[config.mk]
export PLATFORM = sky130hd
export DESIGN_NAME = eth_tx_arbiter
export DESIGN_NICKNAME = d
export VERILOG_FILES = /design/src/rtl/eth_tx_arbiter.sv
export SDC_FILE = /design/constraint.sdc
export NUM_CORES = 1
export LEC_CHECK = 0
export ABC_AREA = 1
export BUFFER_PORTS_ARGS = -buffer_cell sky130_fd_sc_hd__clkbuf_2
export CAP_MARGIN = 10
export CORE_MARGIN = 4
export CORE_UTILIZATION = 50
export DETAILED_ROUTE_END_ITERATION = 12
export GPL_ROUTABILITY_DRIVEN = 0
export PLACE_DENSITY = 0.7
export SLEW_MARGIN = 15
export SYNTH_ARGS = -nofsm -noshare
export SYNTH_HDL_FRONTEND = slang
export SYNTH_SLANG_ARGS = --single-unit
[constraint.sdc]
create_clock -name clk -period 4.8 [get_ports clk]
set_input_delay 0.72 -clock clk [delete_from_list [all_inputs] [get_ports clk]]
set_output_delay 0.72 -clock clk [all_outputs]
set_load 0.05 [all_outputs]
[src/rtl/eth_tx_arbiter.sv]
// eth_tx_arbiter: grants the shared GMII TX path to the ARP or UDP source with IFG, ARP streak limit and start timeout
module eth_tx_arbiter #(
    parameter int IFG_CYCLES     = 12,
    parameter int MAX_ARP_STREAK = 4,
    parameter int START_TIMEOUT  = 64
) (
    input  logic        clk,
    input  logic        rstn,
    input  logic        arp_req,
    output logic        arp_gnt,
    input  logic        arp_tx_en,
    input  logic [7:0]  arp_txd,
    input  logic        udp_req,
    output logic        udp_gnt,
    input  logic        udp_tx_en,
    input  logic [7:0]  udp_txd,
    output logic        gmii_tx_en,
    output logic [7:0]  gmii_txd,
    output logic        timeout_err,
    output logic        bus_err,
    output logic [15:0] arp_frames,
    output logic [15:0] udp_frames
);
    typedef enum logic [1:0] {IDLE, GRANT, BUSY, GAP} state_t;
    localparam logic [7:0] IFG_LAST   = 8'(IFG_CYCLES - 1);
    localparam logic [7:0] TO_LAST    = 8'(START_TIMEOUT - 1);
    localparam logic [3:0] STREAK_MAX = 4'(MAX_ARP_STREAK);
    state_t      state_q, state_d;
    logic        sel_q, sel_d;
    logic        gnt_q, gnt_d;
    logic [7:0]  timer_q, timer_d;
    logic [3:0]  streak_q, streak_d;
    logic        tx_en_q, tx_en_d;
    logic [7:0]  txd_q, txd_d;
    logic        timeout_q, timeout_d;
    logic        bus_err_q, bus_err_d;
    logic [15:0] arp_cnt_q, arp_cnt_d;
    logic [15:0] udp_cnt_q, udp_cnt_d;
    logic        sel_en;
    logic [7:0]  sel_txd;

    assign arp_gnt     = gnt_q & ~sel_q;
    assign udp_gnt     = gnt_q & sel_q;
    assign gmii_tx_en  = tx_en_q;
    assign gmii_txd    = txd_q;
    assign timeout_err = timeout_q;
    assign bus_err     = bus_err_q;
    assign arp_frames  = arp_cnt_q;
    assign udp_frames  = udp_cnt_q;

    // Arbitration FSM: grant selection, stream forwarding, gap/timeout timing and error detection
    always_comb begin
        sel_en    = sel_q ? udp_tx_en : arp_tx_en;
        sel_txd   = sel_q ? udp_txd : arp_txd;
        state_d   = state_q;
        sel_d     = sel_q;
        gnt_d     = gnt_q;
        timer_d   = timer_q;
        streak_d  = streak_q;
        tx_en_d   = 1'b0;
        txd_d     = 8'h00;
        timeout_d = 1'b0;
        arp_cnt_d = arp_cnt_q;
        udp_cnt_d = udp_cnt_q;
        bus_err_d = (arp_tx_en & ~(gnt_q & ~sel_q)) | (udp_tx_en & ~(gnt_q & sel_q));
        case (state_q)
            IDLE: begin
                if (arp_req && (!udp_req || streak_q < STREAK_MAX)) begin
                    sel_d    = 1'b0;
                    gnt_d    = 1'b1;
                    timer_d  = 8'd0;
                    streak_d = udp_req ? ((streak_q == 4'hF) ? streak_q : streak_q + 4'd1) : 4'd0;
                    state_d  = GRANT;
                end else if (udp_req) begin
                    sel_d    = 1'b1;
                    gnt_d    = 1'b1;
                    timer_d  = 8'd0;
                    streak_d = 4'd0;
                    state_d  = GRANT;
                end
            end
            GRANT: begin
                if (sel_en) begin
                    tx_en_d = 1'b1;
                    txd_d   = sel_txd;
                    state_d = BUSY;
                end else if (timer_q == TO_LAST) begin
                    gnt_d     = 1'b0;
                    timeout_d = 1'b1;
                    timer_d   = 8'd0;
                    state_d   = GAP;
                end else begin
                    timer_d = timer_q + 8'd1;
                end
            end
            BUSY: begin
                if (sel_en) begin
                    tx_en_d = 1'b1;
                    txd_d   = sel_txd;
                end else begin
                    gnt_d     = 1'b0;
                    timer_d   = 8'd0;
                    arp_cnt_d = sel_q ? arp_cnt_q : arp_cnt_q + 16'd1;
                    udp_cnt_d = sel_q ? udp_cnt_q + 16'd1 : udp_cnt_q;
                    state_d   = GAP;
                end
            end
            GAP: begin
                state_d = (timer_q == IFG_LAST) ? IDLE : GAP;
                timer_d = (timer_q == IFG_LAST) ? timer_q : timer_q + 8'd1;
            end
            default: state_d = IDLE;
        endcase
    end

    // State and output registers, cleared asynchronously
    always_ff @(posedge clk or negedge rstn) begin
        if (!rstn) begin
            state_q   <= IDLE;
            sel_q     <= 1'b0;
            gnt_q     <= 1'b0;
            timer_q   <= 8'd0;
            streak_q  <= 4'd0;
            tx_en_q   <= 1'b0;
            txd_q     <= 8'h00;
            timeout_q <= 1'b0;
            bus_err_q <= 1'b0;
            arp_cnt_q <= 16'd0;
            udp_cnt_q <= 16'd0;
        end else begin
            state_q   <= state_d;
            sel_q     <= sel_d;
            gnt_q     <= gnt_d;
            timer_q   <= timer_d;
            streak_q  <= streak_d;
            tx_en_q   <= tx_en_d;
            txd_q     <= txd_d;
            timeout_q <= timeout_d;
            bus_err_q <= bus_err_d;
            arp_cnt_q <= arp_cnt_d;
            udp_cnt_q <= udp_cnt_d;
        end
    end
endmodule

; ---- After elaboration in Yosys (flattened, before gate mapping)
; Index checks and enable logic that the tools add are counted.
[classes]
n_reduce_logical = 14
n_addsub = 4
mux = 34
eq_ne = 13
bitwise = 9
magnitude_cmp = 1
[op_table]
columns = op, count
row1 = $mux W8, 9
row2 = $add A16 B1 Y16 const B, 2
row3 = $pmux W8 S4, 1
row4 = $mux W4, 4
row5 = $mux W1, 12
row6 = $mux W2, 6
row7 = $reduce_and A3 Y1, 4
row8 = $ne A3 B3 Y1 const B, 3
row9 = $add A8 B1 Y8 const B, 1
row10 = $eq A8 B4 Y1 const B, 1
row11 = $eq A8 B6 Y1 const B, 1
row12 = $ne A2 B2 Y1 const B, 4
row13 = $pmux W2 S4, 1
row14 = $reduce_and A5 Y1, 1
row15 = $add A4 B1 Y4 const B, 1
row16 = $and A1 B1 Y1, 4
row17 = $eq A2 B2 Y1 const B, 2
row18 = $eq A4 B4 Y1 const B, 1
row19 = $lt A4 B3 Y1 const B, 1
row20 = $not A1 Y1, 4
row21 = $reduce_and A4 Y1, 1
row22 = $pmux W1 S3, 1
row23 = $reduce_bool A3 Y1, 1
row24 = $eq A2 B1 Y1 const B, 1
row25 = 8 further kinds, 8
[word_totals]
ff_bits = 59
output_inout_bits = 45

; ---- Logic depth before layout (Yosys ltp)
; Gate-level depths: netlist of run 1.
[depth]
word_depth = 5
ltp_mapped = 9

; ---- Least setup slack after synthesis of run 1
; Ideal clock, no wire load.
[synth_path]
path_kind = register to output
from = register sel_q
to = output arp_gnt
path_slack_ps = 2694
stages_incl_launch_ff = 4
arrival_time_ps = 1386
path_cell_list = dfrtp_1 > buf_6 > clkbuf_1 > nor2_1
[synth_between]
elab_chain_cells = 2
[synth_rtl]
columns = item, line
row1 = from (decl), 29  ; logic sel_q, sel_d;
row2 = from (signal assigned), 132  ; sel_q <= sel_d;
row3 = $not A1 Y1 (no source line), -
row4 = $and A1 B1 Y1, 42  ; assign arp_gnt = gnt_q & ~sel_q;
row5 = to (decl), 10  ; output logic arp_gnt,
; Every way passes these cells.

; ---- Worst setup path in the final report of run 1
[layout_path]
from = register sel_q
to = output udp_gnt
[layout_between]
elab_chain_cells = 1
[layout_rtl]
columns = item, line
row1 = $and A1 B1 Y1, 43  ; assign udp_gnt = gnt_q & sel_q;
row2 = to (decl), 14  ; output logic udp_gnt,
; Every way passes these cells.

==> impl_results.md, run 1 <==
- Outcome: complete, no violations
- Worst relative slew slack: 0.505
- Initial antenna violation count: 0
- DP Area: 3660 um^2
- Final Hold Fails: 0
- Die span in y: 88.6 um
- Sequential area share after synthesis: 0.455
- WL per Instance: 12.1 um
- Die Wd: 88.6 um
- Worst hold start: streak_q[0]$_DFFE_PN0P_
- Grt ovf: 0
- Setup slack after layout: 2.54 ns
- Met1 GRT Util: 0.250
- Commonest non-fill, non-tap cell in the layout: nand2_1
- CP startpoint: sel_q$_DFFE_PN0P_
- DPL Wire Length: 5.20 mm
- Design Area, Final: 3840 um^2
- Comb power frac: 0.390
- CP Class: register to primary output
- Int Pwr: 1.01 mW
- Most Crowded Layer GR: met2
- Syn. warnings: 0
- Pwr/cell area: 479 nW/um^2
- First DRT Iteration DRCs: 170
- Mapped Nets: 444
- Clock share of power: 0.234
- Sw Ratio: 0.451
- Largest net degree at the start of global routing: 60
- Clock skew: 0.0115 ns
- Synth Cell Area: 3250 um^2
- Fin. max-slew vios: 0
- Worst Setup Slack post-DPL: 2.87 ns
- Post-CTS setup buffer count: 0
- Fmax: 443 MHz
- Remaining DRCs: 0
- TritonCTS clock tree: yes
- Buf/Inv on CP: 2
- R2r endpoint: udp_frames[10]$_DFFE_PN0P_
- CTS Buffer Depth: 2
- Met3 Resource Use GR: 0.0419
- Final TNS setup: 0 ns
- Cell Rows: 29
- Final Critical Period: 2.26 ns
- WL final: 6.87 mm
- Nets@finish: 519
- CTS Buf Count: 9
- Class of the worst hold path: register to register
- RSZ-0062 raised after global routing: false
- Share of layout cells above drive strength 1: 0.207
- First-pass iteration count of the detailed router: 4
- Post-synth top area share: 0.455
- Largest cells by area after synthesis: dfrtp_1 (45%), nand2_1 (17%), inv_1 (5.1%)
- Top delay family on crit path: flip-flops
- Clk_lat worst skew: 0.34 ns
- DR vias: 2,798
- H-tree depth: 3
- Crit path max fanout: 16
- CP Depth: 3
- Setup-failing EPs final: 0
- Worst path required time: 4.08 ns
- Post-layout util: 0.609
- # IOs: 67
- Total GRT Usage: 0.190
- Pin slew with the least headroom to its limit: 0.743 ns
- Final period util: 0.471
- Worst setup SP type: register
- Net Switching: 831 uW
- Pwr Total: 1.84 mW
- Synth area leader: dfrtp_1
- Via density: 4.92
- CP max stage cell: dfrtp_1
- First-pass GRT wire length: 11.6 mm
- Synthesized instance count: 413
- Placed Cells: 554
- Number of hold buffers added after cts: 0
- Crit-path cells: nand2_1, inv_1, clkbuf_2
- DRT antenna net count: 0
- Register-to-Register Path Depth: 7
- CP arrival: 1.54 ns
- Vias in the first global route: 2,632
- Clk pin slew, worst setup/hold paths: 0.06 ns
- Core Box Area: 6310 um^2
- Crit Reg-Reg Startpoint: state_q[0]$_DFFE_PN0P_
- CP peak stage delay: 0.74 ns
- Syn-to-layout area delta: 18.4%
- CTS resizes: 0
- Crit end category: primary output
- Avg Synthesized Cell Area: 7.86 um^2
- M2 GR Usage: 0.298
- Max Cap Violations: 0
- Synth Register Bits: 59
- Clock Tree Root: clkbuf_8
- Sinks on Clock Net: 59
- N_diodes: 0
- Reg2Reg Setup Slack: 3.04 ns
- Worst hold slack: 0.482 ns
- Reg power frac: 0.376
- Starting density of the core: 0.514
- Leak: 2.10 nW
- IO buf count: 66
- Post-synth cell types: 35
- Fillers: 594
- Post-route insts no fill: 569
- Die area: 7840 um^2
- Most frequent cells in the layout: nand2_1 (150), clkbuf_2 (66), dfrtp_1 (59)
- Max IR drop VDD: 0.283 mV
- Crit path to: udp_gnt
## Yosys cell counts (all sizes together)
master  count
nor2       45
xnor2       9
buf         1
nand2     151
nand3      24
ha          9
nor3        7
inv        47
xor2       13
o21a        1
o22ai       1
mux2i       1
o21ai      11
nand3b      3
nand4       9
or2         2
and2        2
a211oi      1
dfrtp      59
clkbuf      2
a21boi      1
a21oi      14
## layer usage
layer,wire (um),vias up
met1,3210,1278
met5,0,-
li1,-,1446
met2,3210,65
met3,342,9
met4,106,0
## state kept, by name (all words and copies together), names as in the netlist
register	cells
gmii_tx_en	1
state_q	2
streak_q	4
timeout_err	1
bus_err	1
sel_q	1
arp_frames	16
udp_frames	16
gnt_q	1
timer_q	8
gmii_txd	8
## area by class of cell
type | count | area, um^2 | area share
sequential | 59 | 1480 | 0.384
clock buffer | 9 | 124 | 0.0322
tap | 77 | 96.3 | 0.0251
inverter | 47 | 179 | 0.0466
timing repair buffer | 67 | 338 | 0.0879
clock inverter | 6 | 57.6 | 0.0150
multi-input combinational | 304 | 1570 | 0.409
## worst min path at each step
| stage | to | slack [ns] | cells past startpoint |
|---|---|---|---|
| after global routing | streak_q[0]$_DFFE_PN0P_ | 0.49 | 1 |
| after CTS | streak_q[0]$_DFFE_PN0P_ | 0.49 | 1 |
| after global placement | streak_q[0]$_DFFE_PN0P_ | 0.47 | 1 |
| after floorplan | arp_frames[0]$_DFFE_PN0P_ | 0.42 | 0 |
| final | streak_q[0]$_DFFE_PN0P_ | 0.48 | 1 |
| after detailed placement | streak_q[0]$_DFFE_PN0P_ | 0.48 | 1 |
## cells by family after synthesis
kind of cell    Yosys count  synth area share
simple gates            243             0.337
flops                    59             0.455
buf+inv                  50            0.0609
compound gates           29            0.0497
xor+xnor                 22            0.0594
fa+ha+maj                 9            0.0347
mux                       1           0.00308
## power groups by stage
stage / Combinational (mW) / Clock [mW] / Sequential [mW]
after floorplan: 0.381 / 0 / 0.867
after global placement: 0.710 / 0 / 0.700
after detailed placement: 0.724 / 0 / 0.702
after CTS: 0.726 / 0.443 / 0.693
after global routing: 0.794 / 0.465 / 0.710
final: 0.719 / 0.430 / 0.693
Note: power is estimated with default switching activity, not from simulation.
==> run 2: changes to the inputs <==
- PLACE_DENSITY: 0.7 -> 0.73
- clock period: 4.8 -> 1.85 ns (I/O delays scaled with it)
==> run 2 against run 1 <==
Effect of this change: non-clock buffer count grew 5; combinational power rose to 2.8 times the previous value; register-to-register slack got worse by 2.9 ns; highest routed layer unchanged; die area stayed put; largest power group unchanged.
==> impl_results.md, run 2 (synthesis gave the netlist of run 1 again) <==
- Final Critical Period: 1.71 ns
- Remaining DRCs: 0 (unchanged)
- Worst path required time: 2.09 ns (-1.99 ns)
- CP Class: register to register
- Worst relative slew slack: 0.735 (+0.230)
- Clock Tree Root: clkbuf_8
- Net Switching: 2.26 mW (+170%)
- Class of the worst hold path: primary input to register
- Met3 Resource Use GR: 0.0335 (-0.00838)
- Via density: 5.03 (+2.2%)
- Max IR drop VDD: 0.763 mV (+170%)
- N_diodes: 0 (unchanged)
- WL final: 7.35 mm (+6.9%)
- DPL Wire Length: 5.53 mm (+6.3%)
- Setup slack after layout: 0.136 ns (-2.41 ns)
- IO buf count: 66 (unchanged)
- M2 GR Usage: 0.322 (+0.0238)
- H-tree depth: 3 (unchanged)
- Final period util: 0.927
- Syn-to-layout area delta: 21.5%
- WL per Instance: 12.8 um (+5.8%)
- Leak: 2.14 nW (+1.9%)
- Grt ovf: 0 (unchanged)
- DR vias: 2,890 (+3.3%)
- Clk pin slew, worst setup/hold paths: 0.07 ns (about the same)
- Clk_lat worst skew: 0.34 ns (about the same)
- Clock share of power: 0.260 (+0.026)
- Die area: 7840 um^2 (unchanged)
- Total GRT Usage: 0.200 (+0.0106)
- Die span in y: 88.6 um (unchanged)
- Crit-path cells: inv_1, ha_2, nand3_4, inv_2, nand3_2, nor2_4, nand3_1, nand2_1, nand2_1
- CP startpoint: state_q[0]$_DFFE_PN0P_
- Outcome: complete, no violations
- Initial antenna violation count: 0 (unchanged)
- TritonCTS clock tree: yes
- First DRT Iteration DRCs: 120 (-29%)
- CTS Buf Count: 9 (unchanged)
- Pwr Total: 5.13 mW (+180%)
- Pwr/cell area: 1300 nW/um^2 (+170%)
- Sw Ratio: 0.440 (-0.0108)
- Max Cap Violations: 0 (unchanged)
- Worst setup SP type: register
- Core Box Area: 6310 um^2 (unchanged)
- Most frequent cells in the layout: nand2_1 (150), clkbuf_2 (66), dfrtp_1 (59)
- CP max stage cell: dfrtp_1
- Crit end category: register
- Die Wd: 88.6 um (unchanged)
- Crit path max fanout: 8 (-8)
- Final Hold Fails: 0 (unchanged)
- Sinks on Clock Net: 59 (unchanged)
- Worst Setup Slack post-DPL: 0.0746 ns (-2.79 ns)
- Fin. max-slew vios: 0 (unchanged)
- RSZ-0062 raised after global routing: false
- Cell Rows: 29 (unchanged)
- First-pass GRT wire length: 12.1 mm (+4.8%)
- Clock skew: 0.00618 ns (-0.00530 ns)
- First-pass iteration count of the detailed router: 4 (unchanged)
- Pin slew with the least headroom to its limit: 0.398 ns (-0.345 ns)
- Crit Reg-Reg Startpoint: state_q[0]$_DFFE_PN0P_
- CTS Buffer Depth: 2 (unchanged)
- Setup-failing EPs final: 0 (unchanged)
- # IOs: 67 (unchanged)
- Reg2Reg Setup Slack: 0.14 ns (-2.90 ns)
- DRT antenna net count: 0 (unchanged)
- Largest net degree at the start of global routing: 60 (unchanged)
- CP arrival: 1.95 ns (+0.41 ns)
- Comb power frac: 0.395 (+0.005)
- Worst path most repeated cell: nand2_1
- Final TNS setup: 0 ns (unchanged)
- Worst hold start: arp_txd[3]
- Vias in the first global route: 2,681 (+1.9%)
- Starting density of the core: 0.514 (unchanged)
- Fmax: 583 MHz
- Most Crowded Layer GR: met2
- CP peak stage delay: 0.42 ns (-0.32 ns)
- Commonest non-fill, non-tap cell in the layout: nand2_1
- Reg power frac: 0.346 (-0.030)
- Share of layout cells above drive strength 1: 0.217 (+0.00955)
- Int Pwr: 2.87 mW (+180%)
- Met1 GRT Util: 0.265 (+0.0145)
- Nets@finish: 524 (+0.96%)
-- run 2: cell types whose count changed in the layout (fill, tap and decap cells not counted), sizes merged --
cell	before	now
buf	1	5
bufinv	1	2
clkbuf	75	76
clkinv	4	2
clkinvlp	1	2
dlygate4sd3	0	1
-- run 2: stage by stage --
step	std cells	cell area (um^2)	util	hold slack (ns)
CTS	575	3940	0.624	0.136
detailed placement	558	3700	0.587	0.315
floorplan	413	3250	-	-0.0181
global route	575	3940	0.624	0.163
finish	575	3940	0.624	0.152
global placement	558	3700	0.587	0.310
-- run 2: final timing paths --
kind / endpoint / depth (start not counted)
hold / removal: gmii_txd[3]$_DFF_PN0_ / 3
setup reg to reg: arp_frames[12]$_DFFE_PN0P_ / 9
setup / recovery: arp_frames[12]$_DFFE_PN0P_ / 9
max in group asynchronous: timer_q[0]$_DFFE_PN0P_ / 3
min in group asynchronous: udp_frames[13]$_DFFE_PN0P_ / 3
hold reg to reg: streak_q[0]$_DFFE_PN0P_ / 1
-- run 2: timing repair --
action                                  4_1_cts  5_1_grt
endpoints found under the hold margin        59        0
hold buffers                                  1        0
buffers inserted                              0        0
endpoints found under the setup margin        0        9
resized for setup                             0        1
-- run 2: area by class of cell --
| type | count | area, um^2 |
|---|---|---|
| clock buffer | 10 | 138 |
| clock inverter | 6 | 88.8 |
| fill | 591 | 2370 |
| inverter | 47 | 179 |
| multi-input combinational | 304 | 1570 |
| sequential | 59 | 1480 |
| tap | 77 | 96.3 |
| timing repair buffer | 72 | 390 |
-- run 2: critical path: cells and delay by family (launching register included) --
| family | cells | cell delay [ns] |
|---|---|---|
| adders and majority gates | 1 | 0.29 |
| buffers and inverters | 2 | 0.27 |
| DFF | 1 | 0.42 |
| and+or+nand+nor | 6 | 0.62 |
-- run 2: routing by layer --
layer / share of wire / vias up / wire, um
met5: 0 / - / 0
met4: 0.015 / 0 / 108
met3: 0.053 / 11 / 389
met2: 0.48 / 72 / 3520
met1: 0.45 / 1342 / 3330
li1: - / 1465 / -
-- run 2: power groups by stage --
stage	Combinational, mW	Clock [mW]	Sequential (mW)
final	2.02	1.33	1.78
after global routing	2.19	1.41	1.81
after CTS	2.02	1.37	1.78
after detailed placement	2.00	0	1.80
after global placement	1.96	0	1.79
after floorplan	0.988	0	2.25
